<file path="src/rtl/mem_port_arbiter_pkg.sv">
// rtl/mem_port_arbiter_pkg.sv - shared types for the fetch/data memory port arbiter
// Purpose: FSM state and bus-owner encodings, plus the starvation counter width helper.
package mem_port_arbiter_pkg;

  typedef enum logic [1:0] {
    ARB_ST_IDLE = 2'd0,
    ARB_ST_REQ  = 2'd1,
    ARB_ST_RSP  = 2'd2,
    ARB_ST_DONE = 2'd3
  } arb_state_e;

  typedef enum logic {
    ARB_OWNER_IF = 1'b0,
    ARB_OWNER_D  = 1'b1
  } arb_owner_e;

  // Width needed to count 0..starve_max; at least one bit so the counter
  // still exists (and stays at zero) in strict data-priority builds.
  function automatic int starve_cnt_wd(input int starve_max);
    return (starve_max > 0) ? $clog2(starve_max + 1) : 1;
  endfunction

endpackage

</file>
<file path="src/rtl/mem_port_arbiter_pick.sv">
// rtl/mem_port_arbiter_pick.sv - combinational owner selection for the memory port arbiter
// Purpose: decide whether a transaction starts and who owns it.
// Ports:
//   d_req_i        data request
//   if_req_i       fetch request
//   if_kill_i      fetch redirect; a killed fetch is not eligible this cycle
//   starve_cnt_i   consecutive data grants made while fetch was waiting
//   pick_valid_o   a transaction should start
//   pick_if_o      1 = fetch owns it, 0 = data owns it
module mem_port_arbiter_pick
  import mem_port_arbiter_pkg::*;
#(
  parameter int STARVE_MAX = 4,
  parameter int CNT_WD     = starve_cnt_wd(STARVE_MAX)
) (
  input  logic              d_req_i,
  input  logic              if_req_i,
  input  logic              if_kill_i,
  input  logic [CNT_WD-1:0] starve_cnt_i,
  output logic              pick_valid_o,
  output logic              pick_if_o
);

  logic fetch_ok;
  logic fetch_forced;

  assign fetch_ok     = if_req_i & ~if_kill_i;
  // STARVE_MAX of zero disables forcing entirely: data always wins.
  assign fetch_forced = (STARVE_MAX != 0) && (starve_cnt_i == CNT_WD'(STARVE_MAX));

  assign pick_valid_o = d_req_i | fetch_ok;
  assign pick_if_o    = fetch_ok & (~d_req_i | fetch_forced);

endmodule

</file>
<file path="src/rtl/mem_port_arbiter.sv">
// rtl/mem_port_arbiter.sv - single-ported memory bus shared between fetch and data stages
// Purpose: one transaction in flight, data priority with a fetch starvation guard,
//          fetch kill support and combinational stall requests for the hazard unit.
// Ports:
//   clk, reset                      clock, asynchronous active-low reset
//   if_req/if_addr/if_kill          fetch request, address, redirect
//   if_done/if_rdata/if_busy        fetch completion pulse, instruction, stall request
//   d_req/d_addr/d_we/d_wstrb/d_wdata  data request and store payload
//   d_done/d_rdata/d_busy           data completion pulse, load data, stall request
//   bus_req/bus_addr/bus_we/bus_wstrb/bus_wdata  registered bus request
//   bus_gnt/bus_rvalid/bus_rdata    bus accept and response
module mem_port_arbiter
  import mem_port_arbiter_pkg::*;
#(
  parameter int ADDR_WD    = 32,
  parameter int DATA_WD    = 32,
  parameter int STARVE_MAX = 4
) (
  input  logic                 clk,
  input  logic                 reset,
  input  logic                 if_req,
  input  logic [ADDR_WD-1:0]   if_addr,
  input  logic                 if_kill,
  output logic                 if_done,
  output logic [DATA_WD-1:0]   if_rdata,
  output logic                 if_busy,
  input  logic                 d_req,
  input  logic [ADDR_WD-1:0]   d_addr,
  input  logic                 d_we,
  input  logic [DATA_WD/8-1:0] d_wstrb,
  input  logic [DATA_WD-1:0]   d_wdata,
  output logic                 d_done,
  output logic [DATA_WD-1:0]   d_rdata,
  output logic                 d_busy,
  output logic                 bus_req,
  output logic [ADDR_WD-1:0]   bus_addr,
  output logic                 bus_we,
  output logic [DATA_WD/8-1:0] bus_wstrb,
  output logic [DATA_WD-1:0]   bus_wdata,
  input  logic                 bus_gnt,
  input  logic                 bus_rvalid,
  input  logic [DATA_WD-1:0]   bus_rdata
);

  localparam int CNT_WD = starve_cnt_wd(STARVE_MAX);

  arb_state_e           state_q, state_d;
  arb_owner_e           owner_q, owner_d;
  logic                 kill_q, kill_d;
  logic [CNT_WD-1:0]    starve_q, starve_d;
  logic [ADDR_WD-1:0]   addr_q, addr_d;
  logic                 we_q, we_d;
  logic [DATA_WD/8-1:0] wstrb_q, wstrb_d;
  logic [DATA_WD-1:0]   wdata_q, wdata_d;
  logic [DATA_WD-1:0]   if_rdata_q, if_rdata_d;
  logic [DATA_WD-1:0]   d_rdata_q, d_rdata_d;

  logic pick_valid;
  logic pick_if;

  mem_port_arbiter_pick #(
    .STARVE_MAX (STARVE_MAX),
    .CNT_WD     (CNT_WD)
  ) u_pick (
    .d_req_i      (d_req),
    .if_req_i     (if_req),
    .if_kill_i    (if_kill),
    .starve_cnt_i (starve_q),
    .pick_valid_o (pick_valid),
    .pick_if_o    (pick_if)
  );

  always_ff @(posedge clk or negedge reset) begin
    if (!reset) begin
      state_q    <= ARB_ST_IDLE;
      owner_q    <= ARB_OWNER_IF;
      kill_q     <= 1'b0;
      starve_q   <= '0;
      addr_q     <= '0;
      we_q       <= 1'b0;
      wstrb_q    <= '0;
      wdata_q    <= '0;
      if_rdata_q <= '0;
      d_rdata_q  <= '0;
    end else begin
      state_q    <= state_d;
      owner_q    <= owner_d;
      kill_q     <= kill_d;
      starve_q   <= starve_d;
      addr_q     <= addr_d;
      we_q       <= we_d;
      wstrb_q    <= wstrb_d;
      wdata_q    <= wdata_d;
      if_rdata_q <= if_rdata_d;
      d_rdata_q  <= d_rdata_d;
    end
  end

  always_comb begin
    state_d    = state_q;
    owner_d    = owner_q;
    kill_d     = kill_q;
    starve_d   = starve_q;
    addr_d     = addr_q;
    we_d       = we_q;
    wstrb_d    = wstrb_q;
    wdata_d    = wdata_q;
    if_rdata_d = if_rdata_q;
    d_rdata_d  = d_rdata_q;

    // Starvation only counts while fetch is actually waiting.
    if (!if_req) begin
      starve_d = '0;
    end

    case (state_q)
      ARB_ST_IDLE: begin
        if (pick_valid) begin
          state_d = ARB_ST_REQ;
          kill_d  = 1'b0;
          if (pick_if) begin
            owner_d  = ARB_OWNER_IF;
            addr_d   = if_addr;
            we_d     = 1'b0;
            wstrb_d  = '0;
            wdata_d  = '0;
            starve_d = '0;
          end else begin
            owner_d = ARB_OWNER_D;
            addr_d  = d_addr;
            we_d    = d_we;
            wstrb_d = d_wstrb;
            wdata_d = d_wdata;
            if (if_req && (starve_q != CNT_WD'(STARVE_MAX))) begin
              starve_d = starve_q + CNT_WD'(1);
            end
          end
        end
      end
      ARB_ST_REQ: begin
        // A killed fetch still completes on the bus; only its result is dropped.
        if (owner_q == ARB_OWNER_IF && if_kill) begin
          kill_d = 1'b1;
        end
        if (bus_gnt) begin
          state_d = ARB_ST_RSP;
        end
      end
      ARB_ST_RSP: begin
        if (owner_q == ARB_OWNER_IF && if_kill) begin
          kill_d = 1'b1;
        end
        if (bus_rvalid) begin
          state_d = ARB_ST_DONE;
          if (owner_q == ARB_OWNER_IF) begin
            if_rdata_d = bus_rdata;
          end else begin
            d_rdata_d = bus_rdata;
          end
        end
      end
      ARB_ST_DONE: begin
        kill_d  = 1'b0;
        state_d = ARB_ST_IDLE;
      end
      default: begin
        state_d = ARB_ST_IDLE;
      end
    endcase
  end

  assign bus_req   = (state_q == ARB_ST_REQ);
  assign bus_addr  = addr_q;
  assign bus_we    = we_q;
  assign bus_wstrb = wstrb_q;
  assign bus_wdata = wdata_q;

  // A kill arriving in the DONE cycle itself also suppresses the pulse.
  assign if_done  = (state_q == ARB_ST_DONE) && (owner_q == ARB_OWNER_IF) && !kill_q && !if_kill;
  assign d_done   = (state_q == ARB_ST_DONE) && (owner_q == ARB_OWNER_D);
  assign if_rdata = if_rdata_q;
  assign d_rdata  = d_rdata_q;

  assign if_busy = if_req & ~if_done;
  assign d_busy  = d_req & ~d_done;

endmodule

</file>
<file path="config.mk">
export PLATFORM = sky130hd
export DESIGN_NAME = mem_port_arbiter
export DESIGN_NICKNAME = d
export VERILOG_FILES = /design/src/rtl/mem_port_arbiter_pkg.sv /design/src/rtl/mem_port_arbiter_pick.sv /design/src/rtl/mem_port_arbiter.sv
export SDC_FILE = /design/constraint.sdc
export NUM_CORES = 1
export LEC_CHECK = 0
export CORE_ASPECT_RATIO = 1.25
export CORE_MARGIN = 2
export CORE_UTILIZATION = 46
export DETAILED_ROUTE_END_ITERATION = 10
export MAX_ROUTING_LAYER = met4
export PLACE_DENSITY_LB_ADDON = 0.2
export SLEW_MARGIN = 10
export SYNTH_ARGS = -nofsm -noshare
export SYNTH_HDL_FRONTEND = slang
export SYNTH_SLANG_ARGS = --single-unit
</file>
<file path="constraint.sdc">
create_clock -name clk -period 4.1 [get_ports clk]
set_input_delay 1.23 -clock clk [delete_from_list [all_inputs] [get_ports clk]]
set_output_delay 1.23 -clock clk [all_outputs]
set_load 0.05 [all_outputs]
</file>
==> results.py, run 1 <==
metrics = {
    "run_status": {
        "status": "completed",
    },
    "final_layout": {
        "antenna_cells": 0,
        "final_cell_count_no_fill": 940,
        "layout.nets": 903,
        "drive_gt1_share_pct": 17.0,
        "syn_to_final_growth_pct": 56.8,
        "postLayoutCellArea_sq_um": 9850,
        "multi_input_area_sq_um": 2430,
        "seqCellArea_sq_um": 3500,
        "fillers": 943,
        "final_util_pct": 74.1,
    },
    "sta": {
        "fmax_mhz": 274,
        "max_slew_margin_pct": 40.7,
        "whs_ns": 0.502,
        "setup_slack_ns": 0.454,
        "skew_ns": 0.0178,
        "rsz0062_at_grt": "false",
        "fin_crit_ns": 3.65,
        "slew_violations": 0,
        "min_period_over_period_pct": 88.9,
        "hold_viol": 0,
        "setup_violations": 0,
        "tightest_slew_ns": 0.888,
        "final.setup.tns_ns": 0,
    },
    "yosys": {
        "synth_top_area_share_pct": 55.8,
        "netlist_top_cells_area": "dfrtp_1 56%, mux2_2 12%, a22o_1 5.2%",
        "synthCells": 495,
        "ys_seq_elements": 140,
        "synth-edff-count": 0,
        "synth_largest_area_cell": "dfrtp_1",
        "seq_area_frac_synth_pct": 55.8,
        "synth.net_count": 642,
        "synth_cell_types": 37,
        "syn_area_per_cell_sq_um": 12.7,
        "ys_warn_count": 0,
        "synth.cell_area_sq_um": 6280,
        "synthFlopType": "dfrtp_1",
        "ys_async_sr_fraction_pct": 100,
    },
    "floorplanning": {
        "fp-row-count": 47,
        "die_y_um": 135,
        "ioPinCount": 278,
        "start_util_pct": 47.3,
        "core-area_sq_um": 13300,
        "die_w_um": 109,
        "dieArea_sq_um": 14600,
    },
    "detailed_routing": {
        "vias_per_cell": 5.51,
        "firstDrtPassIters": 5,
        "drc": 0,
        "vias": 5178,
        "wire_per_inst_um": 19.6,
        "drt-initial-drc-count": 299,
        "detail-route-antenna-nets": 0,
        "routed_wl_um": 18400,
    },
    "placement": {
        "dp.cells": 908,
        "pre_cts_ws_ns": 0.437,
        "gp_congestion": 0.818,
        "placed_cell_area_sq_um": 9210,
        "portBuffers": 277,
        "dp_hpwl_um": 12800,
    },
    "clock_tree": {
        "post-cts-setup-buffer-count": 0,
        "cts-root-buf": "clkbuf_16",
        "clkLatencyLatePin_ns": 0.41,
        "cts_htree_levels": 4,
        "tritoncts": "done",
        "clockBufferDepth": 2,
        "hold_buffers": 0,
        "cts.sinks": 140,
        "cts-resized-gates": 0,
        "clk_pin_slew_ns": 0.06,
        "numCtsBuffers": 17,
    },
    "critical_path": {
        "required_ns": 2.87,
        "criticalPathCategory": "input port to primary output",
        "worstPathArrival_ns": 2.42,
        "worstPathMaxFanout": 2,
        "crit_path_end_kind": "primary output",
        "critPathLaunchType": "input port",
    },
    "grt": {
        "grt_pass1_wl_um": 28000,
        "grt-ovfl-total": 0,
        "antenna_found_initial": 0,
        "grt_max_degree": 94,
        "grt.total_usage_pct": 25.7,
        "first_global_vias": 5293,
    },
    "power_and_ir_drop": {
        "pwr_density_cell_nw_per_um2": 941,
        "total_power_mw": 9.27,
        "leakage_nw": 4.34,
        "ir_drop_uv": 539,
    },
    "worst_hold_path": {
        "hold_path.class": "register to register",
    },
    "job": {
        "maxCapViolCount": 0,
    },
}
-- state kept, by name, indices dropped and copies added, names as in the netlist --
register   count
bus_wstrb      4
state_q        2
starve_q       3
owner_q        1
if_rdata      32
bus_addr      32
d_rdata       32
kill_q         1
bus_we         1
bus_wdata     32
-- cells in the mapped netlist, types with 4 or more instances --
master    count
and3b_1      32
mux2_2       65
inv_1        38
a221oi_1     23
nand2_1       4
buf_2        19
a221oi_2      9
buf_4         5
a22o_1       37
clkbuf_1     17
ha_1          7
a22oi_1      32
o21ai_0      34
dfrtp_1     140
-- path summary, 6_finish.rpt --
kind | startpoint | endpoint | cells after the start | slack, ns
max | if_kill | if_busy | 4 | 0.45
min | bus_wdata[10] | bus_wdata[10] | 1 | 0.50
max reg2reg | state_q[1] | bus_wdata[8] | 6 | 1.84
min reg2reg | bus_wdata[10] | bus_wdata[10] | 1 | 0.50
max in group asynchronous | reset | d_rdata[29] | 2 | 2.51
min in group asynchronous | reset | if_rdata[20] | 1 | 0.74
-- area by class of cell --
class                   count  share of cell area [%]
flip-flops and latches    140                    35.6
repair buffers            287                    29.5
multi-input cells         270                    24.7
clock buffers              19                    4.50
well taps                 171                    2.17
clock inverters            13                    2.03
inverters                  40                    1.52
-- worst max-delay path: stages --
cell             delay [ns]
clkdlybuf4s50_1        0.46
nor4b_2                0.41
nor2b_1                0.14
buf_12                 0.17
-- metal layers --
metal | share of wire [%] | global-route usage (%) | vias up
li1 | - | - | 2361
met4 | 2.2 | 8.83 | 0
met5 | 0 | - | -
met2 | 53 | 43.6 | 221
met3 | 7.1 | 6.71 | 25
met1 | 38 | 29.4 | 2571
-- cell usage in the layout (no fill, tap or decap), types with 2 or more instances in the layout --
cell and count:
inv_6 7, bufinv_16 4, buf_12 5, nor2b_1 3
mux2_2 65, a21oi_1 3, clkdlybuf4s50_1 273, ha_1 7
a22oi_1 32, buf_4 8, inv_2 2, a221oi_2 9
nor2_1 2, inv_1 38, dfrtp_1 140, a221oi_1 23
and3b_1 32, nand3_2 2, nand2_1 4, o21ai_0 34
a22o_1 37, clkbuf_16 17, nand4_1 2
-- cell families (layout without fill, tap and decap cells) --
family	count (synthesis)	count (layout)	share of synthesized area, %
simple gates	49	49	6.08
compound gates	148	148	18.9
fa+ha+maj	7	7	1.39
mux	66	66	11.8
flops	140	140	55.8
buf+inv	85	359	6.02
-- power by group --
part           switching, mW  internal, mW  leakage [nW]
clock                  0.621          1.05         0.312
combinational           3.30          1.88          2.36
sequential             0.371          2.04          1.67
Power figures use the tool's default switching activity.
==> run 2: changes to the inputs <==
==> constraint.sdc (replaced) <==
create_clock -name clk -period 4.5 [get_ports clk]
set_input_delay 1.35 -clock clk [delete_from_list [all_inputs] [get_ports clk]]
set_output_delay 1.35 -clock clk [all_outputs]
set_load 0.05 [all_outputs]
==> run 2 against run 1 <==
Combinational power down 8.7%. Worst setup slack better by 0.20 ns. Clock power down 20%. Critical path depth unchanged. Hold slack worse by 0.0030 ns. Register-to-register slack better by 0.34 ns. Non-clock buffer count up 2. Largest power group unchanged.
==> results.py, run 2 (same netlist as run 1, synthesis figures left out) <==
metrics = {
    "floorplanning": {
        "die_w_um": 109,
        "die_y_um": 135,
        "core-area_sq_um": 13300,
        "dieArea_sq_um": 14600,
        "fp-row-count": 47,
        "ioPinCount": 278,
        "start_util_pct": 47.3,
    },
    "worst_hold_path": {
        "min_path_cells": 1,
        "hold_path.class": "register to register",
        "whs_endpoint": "bus_wdata[28]",
        "min_from": "bus_wdata[28]",
    },
    "power_and_ir_drop": {
        "pwr_density_cell_nw_per_um2": 844,
        "leakage_nw": 4.31,
        "ir_drop_uv": 509,
        "total_power_mw": 8.26,
    },
    "clock_tree": {
        "hold_buffers": 0,
        "numCtsBuffers": 17,
        "cts.sinks": 140,
        "cts-resized-gates": 0,
        "clockBufferDepth": 2,
        "tritoncts": "done",
        "post-cts-setup-buffer-count": 0,
        "cts-root-buf": "clkbuf_16",
        "clk_pin_slew_ns": 0.06,
        "cts_htree_levels": 4,
        "clkLatencyLatePin_ns": 0.41,
    },
    "placement": {
        "pre_cts_ws_ns": 0.639,
        "gp_congestion": 0.832,
        "portBuffers": 277,
        "dp_hpwl_um": 12900,
    },
    "critical_path": {
        "required_ns": 3.15,
        "r2r-end": "bus_wdata[31]",
        "reg2reg_depth": 6,
        "worstPathArrival_ns": 2.49,
        "path_cells": "clkdlybuf4s50_1 -> nor4b_2 -> nor2b_1 -> buf_12",
        "worstPathMaxFanout": 2,
        "max_stage_delay_ns": 0.45,
        "criticalPathCategory": "input port to primary output",
        "cpMaxStageDelayCell": "clkdlybuf4s50_1",
        "path_delay_family": "buffers and inverters",
        "critPathLaunchType": "input port",
        "cp.buffers_inverters": 2,
        "reg2reg_slack_ns": 2.18,
        "crit_path_end_kind": "primary output",
        "reg2reg_from": "state_q[1]",
    },
    "run_status": {
        "status": "completed",
    },
    "final_layout": {
        "antenna_cells": 0,
        "drive_gt1_share_pct": 17.4,
        "mostFrequentLayoutCell": "clkdlybuf4s50_1",
        "layout.nets": 905,
        "final_util_pct": 73.6,
        "layout.cells.most_common_list": "273 x clkdlybuf4s50_1, 140 x dfrtp_1, 65 x mux2_2",
        "syn_to_final_growth_pct": 55.7,
    },
    "detailed_routing": {
        "drt-initial-drc-count": 300,
        "routed_wl_um": 18300,
        "firstDrtPassIters": 5,
        "drc": 0,
        "vias": 5151,
        "vias_per_cell": 5.47,
        "detail-route-antenna-nets": 0,
        "wire_per_inst_um": 19.4,
    },
    "grt": {
        "grt-ovfl-total": 0,
        "grt_max_degree": 95,
        "antenna_found_initial": 0,
        "grt_pass1_wl_um": 28500,
        "grt.total_usage_pct": 26.0,
        "first_global_vias": 5416,
    },
    "sta": {
        "hold_viol": 0,
        "setup_violations": 0,
        "min_period_over_period_pct": 85.4,
        "tightest_slew_ns": 0.884,
        "rsz0062_at_grt": "false",
        "slew_violations": 0,
        "setup_slack_ns": 0.656,
        "skew_ns": 0.0134,
        "fin_crit_ns": 3.84,
        "max_slew_margin_pct": 41.0,
        "final.setup.tns_ns": 0,
        "fmax_mhz": 260,
    },
    "job": {
        "maxCapViolCount": 0,
    },
}
==> run 2: per-layer routing <==
metal	part of all wire [%]	track usage [%]	wire, um	vias up
li1	-	-	-	2361
met1	38	29.9	6870	2538
met2	52	43.5	9530	219
met3	7.4	6.47	1350	33
met4	2.9	10.5	539	0
met5	0	-	0	-
==> run 2: metrics by stage <==
step / hold WS, ns / area [sq um] / instances
floorplan: 0.504 / 6290 / 495
finish: 0.499 / 9780 / 942
global route: 0.515 / 9780 / 942
detailed placement: 0.490 / 9200 / 910
global placement: 0.487 / 9200 / 910
CTS: 0.507 / 9780 / 942
==> run 2: power by group <==
group          total (mW)  leakage [nW]  switching (mW)  internal [mW]
combinational        4.73          2.36            3.01           1.71
sequential           2.20          1.67           0.336           1.86
clock                1.33         0.282           0.597          0.737
total                8.26          4.31            3.95           4.31
==> run 2: cell type report <==
| type | instances | area, sq um |
|---|---|---|
| Fill cell | 919 | 3510 |
| Clock buffer | 17 | 425 |
| Inverter | 40 | 150 |
| Clock inverter | 15 | 156 |
| Timing Repair Buffer | 289 | 2890 |
| Multi-Input combinational cell | 270 | 2430 |
| Tap cell | 171 | 214 |
| Sequential cell | 140 | 3500 |
==> run 2: how the worst max path moves through the flow <==
stage | from | to | slack [ns] | cells past startpoint
final | if_kill | if_busy | 0.66 | 4
after global routing | if_kill | if_busy | 0.57 | 4
after CTS | if_kill | if_busy | 0.64 | 4
after detailed placement | if_kill | if_busy | 0.64 | 4
after global placement | if_kill | if_busy | 0.63 | 4
after floorplan | if_kill | if_busy | 0.16 | 3
==> run 3: changes to the inputs <==
==> constraint.sdc (replaced) <==
create_clock -name clk -period 4.5 [get_ports clk]
set_input_delay 1.35 -clock clk [delete_from_list [all_inputs] [get_ports clk]]
set_output_delay 1.35 -clock clk [all_outputs]
set_load 0.005 [all_outputs]
==> run 3 against run 2 <==
Worst setup slack got worse by 0.22 ns. Highest routed layer unchanged. Largest power group unchanged. Register-to-register slack got worse by 0.21 ns. Maximum frequency decreased by 5.4%. First-iteration DRC count shrank 10%. Final area about the same.
==> results.py, run 3 (same netlist as run 1, synthesis figures left out) <==
metrics = {
    "power_and_ir_drop": {
        "swShare_pct": 29.4,
        "switchingPower_mw": 1.87,
        "p_int_mw": 4.50,
        "p_comb_share_pct": 42.0,
        "pwr_density_cell_nw_per_um2": 651,
        "p_seq_share_pct": 34.4,
        "power.share.clock_pct": 23.5,
        "leakage_nw": 4.32,
        "ir_drop_uv": 328,
    },
    "clock_tree": {
        "tritoncts": "done",
        "cts-resized-gates": 0,
        "cts-root-buf": "clkbuf_16",
        "clockBufferDepth": 2,
        "clkLatencyLatePin_ns": 0.41,
        "hold_buffers": 0,
        "cts_htree_levels": 4,
        "post-cts-setup-buffer-count": 0,
        "cts.sinks": 140,
        "clk_pin_slew_ns": 0.06,
        "numCtsBuffers": 17,
    },
    "sta": {
        "tightest_slew_ns": 1.08,
        "slew_violations": 0,
        "setup_slack_ns": 0.437,
        "hold_viol": 0,
        "final.setup.tns_ns": 0,
        "setup_violations": 0,
        "min_period_over_period_pct": 90.3,
        "fin_crit_ns": 4.06,
        "whs_ns": 0.501,
        "skew_ns": 0.0111,
        "fmax_mhz": 246,
        "max_slew_margin_pct": 28.1,
        "rsz0062_at_grt": "false",
    },
    "final_layout": {
        "mostFrequentLayoutCell": "clkdlybuf4s50_1",
        "layout.cells.most_common_list": "276 x clkdlybuf4s50_1, 140 x dfrtp_1, 65 x mux2_2",
        "drive_gt1_share_pct": 16.5,
        "syn_to_final_growth_pct": 55.8,
        "fillers": 915,
        "final_cell_count_no_fill": 942,
        "antenna_cells": 0,
        "layout.nets": 905,
    },
    "detailed_routing": {
        "detail-route-antenna-nets": 0,
        "wire_per_inst_um": 19.7,
        "route.met3.wl_um": 1350,
        "firstDrtPassIters": 5,
        "vias_per_cell": 5.50,
        "routed_wl_um": 18500,
        "drc": 0,
        "met1_length_um": 6930,
        "wl_met2_um": 9760,
        "highest_layer": "met4",
        "vias": 5178,
        "drt-initial-drc-count": 269,
    },
    "grt": {
        "grt-ovfl-total": 0,
        "grt_max_degree": 122,
        "grt.total_usage_pct": 26.2,
        "grt_pass1_wl_um": 28500,
        "antenna_found_initial": 0,
        "first_global_vias": 5403,
    },
    "floorplanning": {
        "ioPinCount": 278,
        "start_util_pct": 47.3,
        "fp-row-count": 47,
        "die_w_um": 109,
        "core-area_sq_um": 13300,
        "dieArea_sq_um": 14600,
        "die_y_um": 135,
    },
    "job": {
        "maxCapViolCount": 0,
    },
    "placement": {
        "pre_cts_ws_ns": 0.436,
        "dp.cells": 910,
        "portBuffers": 277,
        "gp_congestion": 0.797,
        "dp_hpwl_um": 12900,
    },
    "critical_path": {
        "worstPathArrival_ns": 2.71,
        "required_ns": 3.15,
        "crit_path_end_kind": "primary output",
        "criticalPathCategory": "input port to primary output",
        "worstPathMaxFanout": 2,
        "critPathLaunchType": "input port",
    },
    "run_status": {
        "status": "completed",
    },
    "worst_hold_path": {
        "hold_path.class": "register to register",
    },
}
run 3: cell count changes in the layout (fill, tap and decap cells not counted), sizes merged:
cell	change
buf	-3
clkbuf	+1
bufinv	+4
clkinv	-5
inv	-1
clkinvlp	+1
clkdlybuf4s50	+3
run 3: power groups by stage:
stage	combinational, mW	sequential [mW]	clock [mW]
floorplan	1.05	2.21	0
global placement	2.61	2.16	0
detailed placement	2.69	2.20	0
CTS	2.71	2.20	1.53
global route	2.89	2.26	1.59
finish	2.68	2.20	1.50
run 3: critical path, cell delays in order:
cell,delay [ns]
clkdlybuf4s50_1,0.45
nor4b_1,0.34
clkdlybuf4s50_1,0.58
run 3: routing by layer:
layer	GRT usage (%)	up-vias
met2	44.7	240
met5	-	-
met3	7.09	31
met1	29.2	2544
li1	-	2363
met4	9.90	0
run 3: cell type report:
type	instances	area [sq um]	area share, %
clock buffers	18	429	4.39
clock inverters	14	208	2.12
inverters	40	150	1.53
multi-input cells	270	2420	24.7
flip-flops and latches	140	3500	35.8
well taps	171	214	2.19
repair buffers	289	2860	29.3
run 3: final timing paths:
| kind | from | to | slack, ns | cells after the start |
|---|---|---|---|---|
| worst min register to register | d_rdata[20] | d_rdata[20] | 0.50 | 1 |
| max in group asynchronous | reset | d_rdata[17] | 2.47 | 2 |
| worst min-delay path | d_rdata[20] | d_rdata[20] | 0.50 | 1 |
| worst max-delay path | if_kill | if_done | 0.44 | 3 |
| worst max register to register | state_q[0] | bus_wdata[2] | 1.97 | 6 |
| min in group asynchronous | reset | d_rdata[10] | 1.09 | 1 |
run 3: per-stage QoR:
stage / cell area [sq um] / util (%) / power, mW
CTS: 9790 / 73.6 / 6.44
global route: 9790 / 73.6 / 6.74
finish: 9790 / 73.6 / 6.37
detailed placement: 9150 / 68.8 / 4.89
global placement: 9150 / 68.8 / 4.77
floorplan: 6280 / - / 3.26
